## src/rtl/adder_pkg.sv

```systemverilog
// ---------------------------------------------------------------------------
// adder_pkg
// Shared types for the pipelined adder:
//   op_e       operation select (ADD / SUB / ADC / SBC)
//   nzcv_t     packed {n,z,c,v} flag bundle, n in the MSB
//   seg_width  segment width derivation (WIDTH split evenly over STAGES)
// ---------------------------------------------------------------------------
package adder_pkg;

    typedef enum logic [1:0] {
        OP_ADD = 2'd0,
        OP_SUB = 2'd1,
        OP_ADC = 2'd2,
        OP_SBC = 2'd3
    } op_e;

    typedef struct packed {
        logic n;
        logic z;
        logic c;
        logic v;
    } nzcv_t;

    // WIDTH must be a multiple of STAGES; each stage adds one slice this wide.
    function automatic int seg_width(input int width, input int stages);
        return width / stages;
    endfunction

endpackage

```

## src/rtl/adder_seg.sv

```systemverilog
// ---------------------------------------------------------------------------
// adder_seg
// Combinational SEG-bit ripple slice. One instance per pipeline stage.
// Ports:
//   a, b   in   SEG-bit segment operands
//   cin    in   carry into bit 0 of the slice
//   s      out  SEG-bit segment sum
//   cout   out  carry out of the slice MSB
//   c_msb  out  carry into the slice MSB (overflow detection in the top slice)
// ---------------------------------------------------------------------------
module adder_seg #(
    parameter int SEG = 8
) (
    input  logic [SEG-1:0] a,
    input  logic [SEG-1:0] b,
    input  logic           cin,
    output logic [SEG-1:0] s,
    output logic           cout,
    output logic           c_msb
);

    logic [SEG:0] carry;

    assign carry[0] = cin;

    genvar i;
    for (i = 0; i < SEG; i++) begin : g_bit
        full_adder u_fa (
            .a    (a[i]),
            .b    (b[i]),
            .cin  (carry[i]),
            .s    (s[i]),
            .cout (carry[i+1])
        );
    end

    assign cout  = carry[SEG];
    assign c_msb = carry[SEG-1];

endmodule

```

## src/rtl/full_adder.sv

```systemverilog
// ---------------------------------------------------------------------------
// full_adder
// One-bit full adder cell used to build the segment carry chain.
// Ports:
//   a, b  in   addend bits
//   cin   in   carry in
//   s     out  sum bit
//   cout  out  carry out
// ---------------------------------------------------------------------------
module full_adder (
    input  logic a,
    input  logic b,
    input  logic cin,
    output logic s,
    output logic cout
);

    assign s    = a ^ b ^ cin;
    assign cout = (a & b) | (a & cin) | (b & cin);

endmodule

```

## src/rtl/pipelined_adder.sv

```systemverilog
// ---------------------------------------------------------------------------
// pipelined_adder
// WIDTH-bit add/subtract split into STAGES carry-chained segments, one
// segment per registered stage, with ARM ADD/SUB/ADC/SBC semantics, NZCV
// flags and a valid/ready handshake. The whole pipe advances or holds as a
// unit: advance = !out_valid || out_ready, and in_ready = advance.
//
// Optional build macro ADDER_SAT_EN: adds the sat_en input, carried along
// with each bundle; in the final stage an overflowing result is clamped to
// the signed bound (v and c kept, n and z follow the clamped sum).
//
// Ports:
//   clk        in   rising-edge clock
//   rst_n      in   asynchronous active-low reset
//   in_valid   in   operand bundle valid
//   in_ready   out  bundle accepted this cycle when in_valid is high
//   a, b       in   WIDTH-bit operands
//   c_in       in   carry flag (ADC/SBC only)
//   op         in   op_e operation
//   sat_en     in   saturate on signed overflow (ADDER_SAT_EN only)
//   out_valid  out  result valid
//   out_ready  in   consumer takes result
//   sum        out  WIDTH-bit result
//   flags      out  nzcv_t {n,z,c,v}
// ---------------------------------------------------------------------------
module pipelined_adder
    import adder_pkg::*;
#(
    parameter int WIDTH  = 32,
    parameter int STAGES = 4
) (
    input  logic             clk,
    input  logic             rst_n,
    input  logic             in_valid,
    output logic             in_ready,
    input  logic [WIDTH-1:0] a,
    input  logic [WIDTH-1:0] b,
    input  logic             c_in,
    input  op_e              op,
`ifdef ADDER_SAT_EN
    input  logic             sat_en,
`endif
    output logic             out_valid,
    input  logic             out_ready,
    output logic [WIDTH-1:0] sum,
    output nzcv_t            flags
);

    localparam int SEG = seg_width(WIDTH, STAGES);

    logic advance;

    assign advance  = !out_valid || out_ready;
    assign in_ready = advance;

    // Operand prep: subtraction is a + ~b + 1; SBC uses the carry flag as
    // the inverted borrow.
    logic [WIDTH-1:0] b_eff;
    logic             cin_eff;

    always_comb begin
        b_eff   = b;
        cin_eff = 1'b0;
        case (op)
            OP_ADD: begin
                b_eff   = b;
                cin_eff = 1'b0;
            end
            OP_SUB: begin
                b_eff   = ~b;
                cin_eff = 1'b1;
            end
            OP_ADC: begin
                b_eff   = b;
                cin_eff = c_in;
            end
            OP_SBC: begin
                b_eff   = ~b;
                cin_eff = c_in;
            end
            default: begin
                b_eff   = b;
                cin_eff = 1'b0;
            end
        endcase
    end

    // Stage k adds segment k. Operands still to be added travel shifted down
    // so the active segment always sits at bits [SEG-1:0]; finished sum
    // segments accumulate above the ones already done.
    genvar k;
    for (k = 0; k < STAGES; k++) begin : g_stage
        localparam int REM  = WIDTH - k * SEG;
        localparam int DONE = (k + 1) * SEG;

        logic [REM-1:0]  src_a;
        logic [REM-1:0]  src_b;
        logic            src_valid;
        logic            src_carry;
        logic            src_zero;
        logic [DONE-1:0] sum_d;
        logic [SEG-1:0]  seg_s;
        logic            seg_cout;
        logic            seg_cmsb;
        logic            zero_d;
`ifdef ADDER_SAT_EN
        logic            src_sat;
`endif

        if (k == 0) begin : g_src
            assign src_a     = a;
            assign src_b     = b_eff;
            assign src_valid = in_valid;
            assign src_carry = cin_eff;
            assign src_zero  = 1'b1;
            assign sum_d     = seg_s;
`ifdef ADDER_SAT_EN
            assign src_sat   = sat_en;
`endif
        end else begin : g_src
            assign src_a     = g_stage[k-1].g_mid.a_q;
            assign src_b     = g_stage[k-1].g_mid.b_q;
            assign src_valid = g_stage[k-1].g_mid.valid_q;
            assign src_carry = g_stage[k-1].g_mid.carry_q;
            assign src_zero  = g_stage[k-1].g_mid.zero_q;
            assign sum_d     = {seg_s, g_stage[k-1].g_mid.sum_q};
`ifdef ADDER_SAT_EN
            assign src_sat   = g_stage[k-1].g_mid.sat_q;
`endif
        end

        adder_seg #(
            .SEG (SEG)
        ) u_seg (
            .a     (src_a[SEG-1:0]),
            .b     (src_b[SEG-1:0]),
            .cin   (src_carry),
            .s     (seg_s),
            .cout  (seg_cout),
            .c_msb (seg_cmsb)
        );

        assign zero_d = src_zero & (seg_s == '0);

        if (k < STAGES - 1) begin : g_mid
            logic               valid_q;
            logic               carry_q;
            logic               zero_q;
            logic [DONE-1:0]    sum_q;
            logic [REM-SEG-1:0] a_q;
            logic [REM-SEG-1:0] b_q;
`ifdef ADDER_SAT_EN
            logic               sat_q;
`endif

            always_ff @(posedge clk or negedge rst_n) begin
                if (!rst_n) begin
                    valid_q <= 1'b0;
                    carry_q <= 1'b0;
                    zero_q  <= 1'b0;
                    sum_q   <= '0;
                    a_q     <= '0;
                    b_q     <= '0;
`ifdef ADDER_SAT_EN
                    sat_q   <= 1'b0;
`endif
                end else if (advance) begin
                    valid_q <= src_valid;
                    carry_q <= seg_cout;
                    zero_q  <= zero_d;
                    sum_q   <= sum_d;
                    a_q     <= src_a[REM-1:SEG];
                    b_q     <= src_b[REM-1:SEG];
`ifdef ADDER_SAT_EN
                    sat_q   <= src_sat;
`endif
                end
            end
        end else begin : g_last
            logic [WIDTH-1:0] res_d;
            nzcv_t            flags_d;
            logic             valid_q;
            logic [WIDTH-1:0] sum_q;
            nzcv_t            flags_q;
`ifdef ADDER_SAT_EN
            localparam logic [WIDTH-1:0] MIN_NEG = WIDTH'(1) << (WIDTH - 1);
            localparam logic [WIDTH-1:0] MAX_POS = ~MIN_NEG;
`endif

            always_comb begin
                res_d     = sum_d;
                flags_d.n = sum_d[WIDTH-1];
                flags_d.z = zero_d;
                flags_d.c = seg_cout;
                flags_d.v = seg_cmsb ^ seg_cout;
`ifdef ADDER_SAT_EN
                // A positive overflow wraps to a negative-looking sum, so the
                // wrapped sign picks the bound.
                if (src_sat && flags_d.v) begin
                    res_d     = sum_d[WIDTH-1] ? MAX_POS : MIN_NEG;
                    flags_d.n = res_d[WIDTH-1];
                    flags_d.z = (res_d == '0);
                end
`endif
            end

            always_ff @(posedge clk or negedge rst_n) begin
                if (!rst_n) begin
                    valid_q <= 1'b0;
                    sum_q   <= '0;
                    flags_q <= '0;
                end else if (advance) begin
                    valid_q <= src_valid;
                    sum_q   <= res_d;
                    flags_q <= flags_d;
                end
            end

            assign out_valid = valid_q;
            assign sum       = sum_q;
            assign flags     = flags_q;
        end
    end

endmodule

```

## config.mk

```make
export PLATFORM = sky130hd
export DESIGN_NAME = pipelined_adder
export DESIGN_NICKNAME = d
export VERILOG_FILES = /design/src/rtl/adder_pkg.sv /design/src/rtl/adder_seg.sv /design/src/rtl/full_adder.sv /design/src/rtl/pipelined_adder.sv
export SDC_FILE = /design/constraint.sdc
export NUM_CORES = 1
export LEC_CHECK = 0
export CAP_MARGIN = 10
export CORE_UTILIZATION = 25
export DETAILED_ROUTE_END_ITERATION = 7
export DONT_BUFFER_PORTS = 1
export GPL_TIMING_DRIVEN = 0
export PLACE_DENSITY_LB_ADDON = 0.25
export SYNTH_ARGS = -nofsm -noshare
export SYNTH_HDL_FRONTEND = slang
export SYNTH_SLANG_ARGS = --single-unit
```

## constraint.sdc

```tcl
create_clock -name clk -period 3.8 [get_ports clk]
set_clock_uncertainty 0.05 [all_clocks]
set_input_delay 0.57 -clock clk [delete_from_list [all_inputs] [get_ports clk]]
set_output_delay 0.57 -clock clk [all_outputs]
set_load 0.02 [all_outputs]
```

== Word level (Yosys, flattened, before mapping) ==
Cells that the tools add are included.

* Flip-flop bits (word level): 190
* Output and inout port bits: 38

* Equal/unequal tests: 3
* Muxes and demuxes: 2
* Bitwise operators: 229
* Reductions and logical operators: 10

{| class="wikitable"
|+ Operators by type and width
! cell !! number
|-
| bitwise AND 1 bit || 99
|-
| bitwise XOR 1 bit || 65
|-
| bitwise OR 1 bit || 64
|-
| one-hot mux 32 bit (2 select lines) || 1
|-
| logical NOT 8 bit || 4
|-
| NOT 32 bit || 1
|-
| OR reduction 2 bit || 3
|-
| equality test 2 bit, second input constant || 2
|-
| one-hot mux 1 bit (3 select lines) || 1
|-
| equality test 2 x 1 -> 1 bit, second input constant || 1
|-
| logical NOT 2 bit || 1
|-
| logical NOT 1 bit || 1
|-
| logical OR 1 bit || 1
|}

== Longest topological paths before layout ==
Gate-level depths: netlist of the first run.

* Depth in word-level cells: 27
* Gate-level depth with buffers: 16
* Depth with buffers taken out: 14

== Cells and area by module ==
From an unflattened synthesis of the first run, not the netlist that was laid out.

* Cells, all modules: 851
* Area total of the unflattened synthesis: 8120.3 sq um

{| class="wikitable"
|+ Modules (own cells, without submodules)
! module !! instances !! cells an instance !! area an instance (sq um) !! seq. area each (sq um)
|-
| pipelined_adder || 1 || 819 || 7479.7 || 4729.5
|-
| full_adder || 32 || 1 || 20.0 || 0.0
|}

== Least setup slack after synthesis of the first run ==
OpenSTA, ideal clock, no wires.

* Kind: input-to-reg
* Start point: in op[0]
* End point: reg g_stage[0].g_mid.zero_q
* Setup time: 0.092 ns
* Arrival time: 4.703 ns
* Data required time: 3.658 ns
* Slack: -1.045 ns
* Stages on the path: 16
* Buffers on the path: 2
* Path through: buf_2 buf_4 xnor2_1 fa_1 inv_1 fa_1 inv_1 fa_1 fa_1 fa_1 fa_1 fa_1 inv_1 fa_1 or4bb_1 o31ai_2

* Cells in the longest elaborated chain, start to end: 26
* Elaborated cells between the ends (all ways): 61
* Those cells by class: eq/ne: 3; mux: 2; bitwise: 51; reduce/logical: 5

{| class="wikitable"
|+ Ends and longest elaborated chain
! item !! RTL line !! source
|-
| start: declaration || pipelined_adder.sv:39 || <nowiki>input op_e op,</nowiki>
|-
| equality test 2 bit, or another cell as far along || pipelined_adder.sv:64 || <nowiki>case (op)</nowiki>
|-
| OR reduction 2 bit (no source line) || n/a ||
|-
| one-hot mux 1 bit (3 select lines) / one-hot mux 32 bit (2 select lines) (equally long branches) || pipelined_adder.sv:64 ||
|-
| bitwise AND 1 bit || full_adder.sv:19 || <nowiki>assign cout = (a & b) | (a & cin) | (b & cin);</nowiki>
|-
| bitwise OR 1 bit (2 in series) || full_adder.sv:19 ||
|-
| bitwise AND 1 bit || full_adder.sv:19 ||
|-
| bitwise OR 1 bit (2 in series) || full_adder.sv:19 ||
|-
| bitwise AND 1 bit || full_adder.sv:19 ||
|-
| [6 not listed] || n/a ||
|-
| bitwise OR 1 bit (2 in series) || full_adder.sv:19 ||
|-
| bitwise AND 1 bit || full_adder.sv:19 ||
|-
| bitwise OR 1 bit (2 in series) || full_adder.sv:19 ||
|-
| bitwise AND 1 bit || full_adder.sv:19 ||
|-
| bitwise OR 1 bit (2 in series) || full_adder.sv:19 ||
|-
| bitwise XOR 1 bit (*) || full_adder.sv:18 || <nowiki>assign s = a ^ b ^ cin;</nowiki>
|-
| named net g_stage[0].u_seg.g_bit[7].u_fa.s || full_adder.sv:14 || <nowiki>output logic s,</nowiki>
|-
| logical NOT 8 bit (*) || pipelined_adder.sv:143 || <nowiki>assign zero_d = src_zero & (seg_s == '0);</nowiki>
|-
| end signal: assignment || pipelined_adder.sv:170 || <nowiki>zero_q <= zero_d;</nowiki>
|-
| end: declaration || pipelined_adder.sv:148 || <nowiki>logic zero_q;</nowiki>
|}

The timed path passes the listed nets; every way through them passes the cells marked *.
A chain may end at the register's enable or synchronous reset.

== Worst setup path after layout of the first run ==
Ends and elaborated chain as after synthesis.

==> results of run 1 <==
kinds of logic (layout without fill, tap and decap cells):
group                      after synthesis  after routing  share of synthesized area (%)
and+or+nand+nor                        467            467                           22.1
DFF                                    189            189                           58.2
buffers and inverters                   77            110                           4.62
AOI/OAI and AO/OA                       55             55                           3.54
xor gates and xnor gates                33             33                           3.55
adders and majority gates               32             32                           7.88
muxes                                    1              1                          0.123
registers in the layout (all words and copies together), names as in the netlist:
signal and count:
g_stage.g_mid.sum_q 48, g_stage.g_mid.a_q 48, sum 32, g_stage.g_mid.zero_q 3, g_stage.g_mid.carry_q 3, g_stage.g_mid.valid_q 3, out_valid 1, g_stage.g_mid.b_q 48
flags 3
synthesized netlist by cell type (all sizes together):
cell type	count	area, µm²
nand2	438	1640
dfrtp	189	4730
buf	40	236
o21ai	36	180
fa	32	641
inv	31	116
xnor2	28	245
a21oi	16	80.1
nor2	16	60.1
clkbuf	6	22.5
xor2	5	43.8
o31ai	3	27.5
nand3	2	10.0
nand3b	2	15.0
nand4	2	12.5
nor4	2	12.5
mux2i	1	10.0
nand2b	1	6.26
nor2b	1	13.8
nor3	1	5.00
nor4b	1	8.76
or4bb	1	11.3
final timing paths:
check / startpoint / endpoint / slack (ns)
max: op[0] / g_stage[0].g_mid.zero_q / -0.42
max in group asynchronous: rst_n / g_stage[0].g_mid.sum_q[1] / 3.62
min in group clk: a[20] / g_stage[0].g_mid.a_q[12] / 0.19
max reg2reg: g_stage[2].g_mid.carry_q / flags[2] / 0.10
min: rst_n / sum[29] / -0.21
min reg2reg: g_stage[0].g_mid.b_q[16] / g_stage[1].g_mid.b_q[8] / 0.42
what timing repair did:
action,in CTS,in global routing
pin swaps,3,5
setup endpoints to repair,7,5
setup buffers,0,1
gates resized for setup,14,10
endpoints found under the hold margin,189,189
layout make-up:
class	count	area (µm²)
Fill cell	3407	22400
Sequential cell	189	4730
Multi-Input combinational cell	588	3110
Tap cell	435	544
Clock buffer	19	443
Buffer	46	282
Clock inverter	13	189
Inverter	31	116
Timing Repair Buffer	1	7.51
power by group:
part           switching [mW]  internal (mW)
combinational            1.52           1.07
clock                   0.786           1.12
sequential              0.826           2.90
total                    3.13           5.09
critical path: stages:
cell and delay, ns:
buf_8 0.12, buf_12 0.15, xnor2_4 0.14, fa_2 0.35, inv_2 0.07, fa_1 0.15, inv_1 0.05, fa_2 0.34
fa_2 0.34, fa_2 0.34, fa_2 0.35, fa_2 0.34, inv_2 0.06, fa_1 0.41, or4bb_1 0.51, o31ai_2 0.21
layer usage:
layer	share of wire (%)	GRT usage, %
met2	46	20.1
met3	5.4	3.87
met4	1.1	3.83
met1	47	16.7
met5	0	0
per-stage QoR:
stage	TNS [ns]	std cells	util, %	power, mW
5_1_grt	-0.526	1322	29.6	8.93
4_1_cts	-0.433	1321	29.6	8.32
3_5_place_dp	-1.99	1289	27.5	6.32
2_1_floorplan	-0.893	854	-	5.39
3_3_place_gp	-1.75	1289	27.5	6.25
6_report	-0.421	1322	29.6	8.22
==> reports/qor.txt, run 1 <==
outcome - finished, violations left
violated checks - hold timing, setup timing
Die Wd - 182 µm
largest net degree at the start of global routing - 190
die area - 33300 µm²
first-pass GRT wire length - 32000 µm
Syn-to-layout area delta - 15.8%
r2r worst-path depth - 13
pwr/cell area - 873 nW/µm²
Slew Limit Fails - 0
RSZ-0062 raised after global routing - yes
max frequency - 0.237 GHz
dpl cell area - 8730 µm²
fraction of final layout cells sized beyond drive strength 1 - 12.3%
data arrival time of the critical path - 4.51 ns
Max Cap Violations - 0
Port Buffers - 0
Worst IR Drop VDD - 0.000267 V
DR iter-0 viols - 243
Tcrit/Tclk final - 111%
drt wl/cell - 14.9 µm
clk sinks - 189
count of yosys warnings during synthesis - 0
GRT overflow - 0
register area share after synthesis - 58.2%
Final Hold Viols - 189
syn avg cell area - 9.52 µm²
worst slew margin relative to its limit - 62.1%
routability-driven placement congestion ratio - 0.746
Core Area - 31800 µm²
Unique masters post-synth - 26
Initial Util - 25.6%
syn nets - 957
CP Class - input pin to register
Leak - 4.57 nW
pre-CTS WS - -0.913 ns
initial antenna violation count - 0
mapped cell area - 8130 µm²
Vias - 5231
Worst-path clk slew - 0.07 ns
dpl hpwl - 14600 µm
Core Rows - 65
crit path max fanout - 10
maximum root-to-sink buffer count - 2
drt total wl - 19700 µm
synthesized instance count - 854
CTS tree - yes
CTS buffer count - 17
layout net count - 977
Fin Hold WS - -0.206 ns
DRT antenna net count - 0
DR DRC count - 0
n_diodes - 0
Final WS setup - -0.421 ns
clk_lat worst skew - 0.43 ns
drt first pass iters - 4
die height - 182 µm
number of global-route vias before repair - 5577
gr usage total - 12.7%
routed vias/inst - 3.96
CP endpoint kind - register
Layout Cell Area excl Fill - 9420 µm²
number of synthesized register bits - 189
io pins - 109
most frequent cells in the layout - nand2_1 (438), dfrtp_1 (189), o21ai_0 (36)
CP Launch Type - input pin
Worst Max-Slew Pin Slew - 0.569 ns
Root Buffer - clkbuf_16
Hold Path Class - input pin to async pin
CP required - 4.08 ns
htree depth - 4
final setup violating endpoints - 1
Final Critical Period - 4.22 ns
most common cell after layout, fill and taps aside - nand2_1
(Power assumes the default switching activity.)
==> run 2, diff against run 1 <==
--- a/config.mk
+++ b/config.mk
@@ -10,6 +10,7 @@
 export DETAILED_ROUTE_END_ITERATION = 7
 export DONT_BUFFER_PORTS = 1
 export GPL_TIMING_DRIVEN = 0
+export MAX_ROUTING_LAYER = met4
 export PLACE_DENSITY_LB_ADDON = 0.25
 export SYNTH_ARGS = -nofsm -noshare
 export SYNTH_HDL_FRONTEND = slang
==> reports/qor.txt, run 2 (same netlist as run 1, synthesis figures left out) <==
outcome - finished, violations left
violated checks - hold timing, setup timing
routability-driven placement congestion ratio - 0.758 (+1.6%)
die area - 33300 µm² (unchanged)
Die Wd - 182 µm (unchanged)
first-pass GRT wire length - 31900 µm (-0.28%)
Pwr Total - 8.23 mW (+0.14%)
Final WS setup - -0.419 ns (+0.00234 ns)
routed vias/inst - 3.97 (+0.34%)
gr usage total - 13.1% (+0.36 points)
setup_tns - -0.419 ns (+0.00234 ns)
worst slew margin relative to its limit - 61.3% (-0.81 points)
CP endpoint kind - register
Top Registers - g_stage.g_mid.a_q: 48 flops, g_stage.g_mid.b_q: 48 flops, g_stage.g_mid.sum_q: 48 flops
Final Critical Period - 4.22 ns (-0.00234 ns)
final setup violating endpoints - 1 (unchanged)
Tcrit/Tclk final - 111% (about the same)
CP Class - input pin to register
GRT overflow - 0 (unchanged)
Hold Path Class - input pin to async pin
layout net count - 977 (unchanged)
Fin Hold WS - -0.206 ns (-0.0000630 ns)
CTS buffer count - 17 (unchanged)
Port Buffers - 0 (unchanged)
r2r worst-path depth - 13 (unchanged)
largest net degree at the start of global routing - 190 (unchanged)
DRT antenna net count - 0 (unchanged)
initial antenna violation count - 0 (unchanged)
clk_lat worst skew - 0.44 ns (about the same)
drt total wl - 19800 µm (+0.42%)
number of global-route vias before repair - 5596 (+0.34%)
Initial Util - 25.6% (unchanged)
Worst IR Drop VDD - 0.000268 V (+0.33%)
Slew Limit Fails - 0 (unchanged)
htree depth - 4 (unchanged)
Max Cap Violations - 0 (unchanged)
io pins - 109 (unchanged)
crit path max fanout - 10 (unchanged)
Root Buffer - clkbuf_16
pwr/cell area - 874 nW/µm² (+0.14%)
Final Hold Viols - 189 (unchanged)
DR iter-0 viols - 267 (+9.9%)
CP required - 4.08 ns (about the same)
Worst-path clk slew - 0.07 ns (about the same)
max frequency - 0.237 GHz (about the same)
placed cells - 1289 (unchanged)
drt first pass iters - 4 (unchanged)
most frequent cells in the layout - nand2_1 (438), dfrtp_1 (189), o21ai_0 (36)
RSZ-0062 raised after global routing - yes
maximum root-to-sink buffer count - 2 (unchanged)
Vias - 5249 (+0.34%)
non-filler cells, final - 1322 (unchanged)
clk sinks - 189 (unchanged)
n_diodes - 0 (unchanged)
Leak - 4.57 nW (unchanged)
Core Area - 31800 µm² (unchanged)
most common cell after layout, fill and taps aside - nand2_1
fraction of final layout cells sized beyond drive strength 1 - 12.3% (unchanged)
DR DRC count - 0 (unchanged)
Syn-to-layout area delta - 15.8% (unchanged)
dpl hpwl - 14600 µm (unchanged)
CP Launch Type - input pin
die height - 182 µm (unchanged)
CTS tree - yes
data arrival time of the critical path - 4.50 ns (about the same)
Core Rows - 65 (unchanged)
fin util - 29.6% (unchanged)
drt wl/cell - 15.0 µm (+0.42%)
Worst Max-Slew Pin Slew - 0.581 ns (+0.0121 ns)
-- run 2: cell counts in the layout (fill, tap and decap cells not counted) --
Identical to the previous run, type by type.
-- run 2: layer usage --
layer	up-vias	GRT usage, %	share of wire (%)
met2	77	20.2	46
met4	0	3.83	1.1
met5	-	-	0
met3	16	3.93	5.4
li1	2650	-	-
met1	2506	16.5	47
-- run 2: area by class of cell --
type,count,area (µm²)
timing repair buffer,1,7.51
tap,435,544
inverter,31,116
sequential,189,4730
buffer,46,282
clock buffer,19,443
multi-input combinational,588,3110
fill,3407,22400
clock inverter,13,189
-- run 2: final timing paths --
kind | from | end | slack, ns
min reg2reg | g_stage[1].g_mid.sum_q[3] | g_stage[1].g_mid.sum_q[3] | 0.42
max | op[0] | g_stage[0].g_mid.zero_q | -0.42
max reg2reg | g_stage[2].g_mid.carry_q | flags[2] | 0.09
min | rst_n | sum[29] | -0.21
max in group asynchronous | rst_n | g_stage[0].g_mid.sum_q[3] | 3.62
min in group clk | a[20] | g_stage[0].g_mid.a_q[12] | 0.19
-- run 2: metrics by stage --
stage	area, µm²	setup WS, ns
floorplan	8190	-0.724
detailed placement	8730	-0.913
global placement	8730	-0.891
CTS	9400	-0.433
global route	9420	-0.526
finish	9420	-0.419
-- run 2: critical path, cell delays in order --
cell and delay [ns]:
buf_8 0.12, buf_12 0.15, xnor2_4 0.14, fa_2 0.35, inv_2 0.07, fa_1 0.15, inv_1 0.05, fa_2 0.34
fa_2 0.34, fa_2 0.34, fa_2 0.35, fa_2 0.34, inv_2 0.06, fa_1 0.41, or4bb_1 0.51, o31ai_2 0.21
-- run 2: where the power goes --
part | switching, mW | total [mW] | internal [mW]
registers | 0.828 | 3.72 | 2.90
clock network | 0.790 | 1.91 | 1.12
logic | 1.53 | 2.60 | 1.07
total | 3.14 | 8.23 | 5.09
-- run 2: timing repair --
item                                    CTS  global route
hold endpoints to repair                189           189
resized for setup                        14            10
endpoints found under the setup margin    7             5
gates cloned                              0             0
setup buffers                             0             1
pin swaps                                 3             5
==> run 3, diff against run 2 <==
--- a/config.mk
+++ b/config.mk
@@ -6,7 +6,7 @@
 export NUM_CORES = 1
 export LEC_CHECK = 0
 export CAP_MARGIN = 10
-export CORE_UTILIZATION = 25
+export CORE_UTILIZATION = 40
 export DETAILED_ROUTE_END_ITERATION = 7
 export DONT_BUFFER_PORTS = 1
 export GPL_TIMING_DRIVEN = 0
==> reports/qor.txt, run 3 (same netlist as run 1, synthesis figures left out) <==
Final WS setup - -0.376 ns (+0.0426 ns)
largest net degree at the start of global routing - 190 (unchanged)
drt wl/cell - 15.2 µm (+1.8%)
met2 global-route usage - 27.9% (+7.7 points)
routed vias/inst - 4.55 (+15%)
most common cell after layout, fill and taps aside - nand2_1
met3 usage - 4.83% (+0.90 points)
Core Rows - 51 (-22%)
die height - 145 µm (-21%)
dpl hpwl - 12500 µm (-14%)
clk sinks - 189 (unchanged)
Reg2Reg Setup Slack - 0.11 ns (+0.02 ns)
Reg2Reg Capture Point - flags[2]
Syn-to-layout area delta - 12.6%
Vias - 5247 (-0.038%)
Top Registers - g_stage.g_mid.a_q: 48 flops, g_stage.g_mid.b_q: 48 flops, g_stage.g_mid.sum_q: 48 flops
drt first pass iters - 4 (unchanged)
Worst Max-Slew Pin Slew - 0.540 ns (-0.0411 ns)
DRT antenna net count - 0 (unchanged)
Tcrit/Tclk final - 110% (-1.1 points)
worst slew margin relative to its limit - 64.0% (+2.7 points)
RSZ-0062 raised after global routing - yes
CP Launch Type - input pin
Top cell by count, worst path - fa_2
GRT Max-Usage Layer - met2
CTS buffer count - 17 (unchanged)
Die Wd - 145 µm (-21%)
io pins - 109 (unchanged)
CP Class - input pin to register
Fillers - 1872 (-45%)
Seq. cell area - 4730 µm² (unchanged)
crit path max-delay cell type - or4bb_1
maximum root-to-sink buffer count - 2 (unchanged)
Final Critical Period - 4.18 ns (-0.0426 ns)
CTS tree - yes
fraction of final layout cells sized beyond drive strength 1 - 12.5% (+0.23 points)
DR iter-0 viols - 260 (-2.6%)
CP endpoint kind - register
first-pass GRT wire length - 28800 µm (-9.7%)
number of global-route vias before repair - 5366 (-4.1%)
most frequent cells in the layout - nand2_1 (438), dfrtp_1 (189), o21ai_0 (36)
DR DRC count - 0 (unchanged)
violated checks - hold timing, setup timing
Fin Hold WS - -0.217 ns (-0.0109 ns)
final setup violating endpoints - 1 (unchanged)
outcome - finished, violations left
max frequency - 0.239 GHz (+1.0%)
routability-driven placement congestion ratio - 0.791 (+4.4%)
GRT overflow - 0 (unchanged)
Multi-input gate area - 3110 µm² (unchanged)
r2r worst-path depth - 13 (unchanged)
Root Buffer - clkbuf_16
non-filler cells, final - 1153 (-13%)
Leak - 4.54 nW (-0.58%)
CP cell instances - buf_6 -> buf_12 -> xnor2_4 -> fa_2 -> inv_2 -> fa_1 -> inv_1 -> fa_2 -> fa_2 -> fa_2 -> fa_2 -> fa_2 -> inv_2 -> fa_1 -> or4bb_1 -> o31ai_2
Worst IR Drop VDD - 0.000357 V (+33%)
initial antenna violation count - 1 (+1)
placed cells - 1119 (-13%)
Max Cap Violations - 0 (unchanged)
gr usage total - 19.1% (+6.0 points)
Slew Limit Fails - 0 (unchanged)
Initial Util - 41.2% (+16 points)
Top delay family on crit path - adder cells
CP required - 4.09 ns (about the same)
Hold Path Class - input pin to async pin
max incr delay on CP - 0.52 ns (about the same)
die area - 20900 µm² (-37%)
RR Startpoint - g_stage[2].g_mid.carry_q
Port Buffers - 0 (unchanged)
Final Hold Viols - 189 (unchanged)
Buf+Inv Stages, Crit Path - 5 (unchanged)
data arrival time of the critical path - 4.47 ns (-0.03 ns)
clk_lat worst skew - 0.44 ns (about the same)
crit path max fanout - 10 (unchanged)
Worst-path clk slew - 0.07 ns (about the same)
Core Area - 19700 µm² (-38%)
pre-CTS WS - -0.868 ns (+0.0450 ns)
routing usage on met1 - 26.6% (+10 points)
layout net count - 977 (unchanged)
drt total wl - 17600 µm (-11%)
pwr/cell area - 874 nW/µm² (about the same)
htree depth - 4 (unchanged)
[run 3: area by class of cell]
type / instances / area share [%]
clock inverter: 15 / 1.69
buffer: 46 / 3.03
tap: 265 / 3.62
clock buffer: 17 / 4.65
multi-input combinational: 588 / 34.0
sequential: 189 / 51.7
antenna: 1 / 0.0273
inverter: 31 / 1.27
timing repair buffer: 1 / 0.0820
[run 3: routing by layer]
metal | part of all wire [%] | wire [µm]
met3 | 5.2 | 920
met4 | 0.96 | 169
met1 | 49 | 8670
met5 | 0 | 0
met2 | 44 | 7800
[run 3: power by group]
group	switching, mW	internal [mW]	leakage (nW)
Combinational	1.49	1.05	1.98
Sequential	0.803	2.90	2.28
Clock	0.839	0.929	0.278
[run 3: how the worst max path moves through the flow]
stage                     start                 endpoint  slack [ns]  cells past startpoint
after global placement    op[0]  g_stage[0].g_mid.zero_q       -0.84                     16
after CTS                 op[0]  g_stage[0].g_mid.zero_q       -0.40                     16
after floorplan           op[0]  g_stage[0].g_mid.zero_q       -0.72                     16
final                     op[0]  g_stage[0].g_mid.zero_q       -0.38                     16
after detailed placement  op[0]  g_stage[0].g_mid.zero_q       -0.87                     16
after global routing      op[0]  g_stage[0].g_mid.zero_q       -0.50                     16
[run 3: worst register-to-register path, delay by kind of cell (launching register included)]
| kind | cells | cell delay [ns] |
|---|---|---|
| flops | 1 | 0.40 |
| compound gates | 1 | 0.06 |
| buf+inv | 3 | 0.21 |
| fa+ha+maj | 8 | 2.77 |
| simple gates | 1 | 0.10 |
[run 3: metrics by stage]
stage / power, mW / util (%) / area [µm²] / TNS, ns
floorplan: 5.39 / - / 8190 / -0.893
global placement: 6.14 / 43.2 / 8520 / -1.56
detailed placement: 6.22 / 43.2 / 8520 / -1.97
CTS: 8.07 / 46.4 / 9140 / -0.398
global route: 8.68 / 46.4 / 9150 / -0.527
finish: 8.00 / 46.4 / 9150 / -0.376
[run 3: what timing repair did]
item / 4_1_cts / 5_1_grt
buffers inserted: 1 / 0
pin swaps: 3 / 13
endpoints found under the setup margin: 7 / 7
gates resized for setup: 14 / 10
endpoints found under the hold margin: 189 / 189
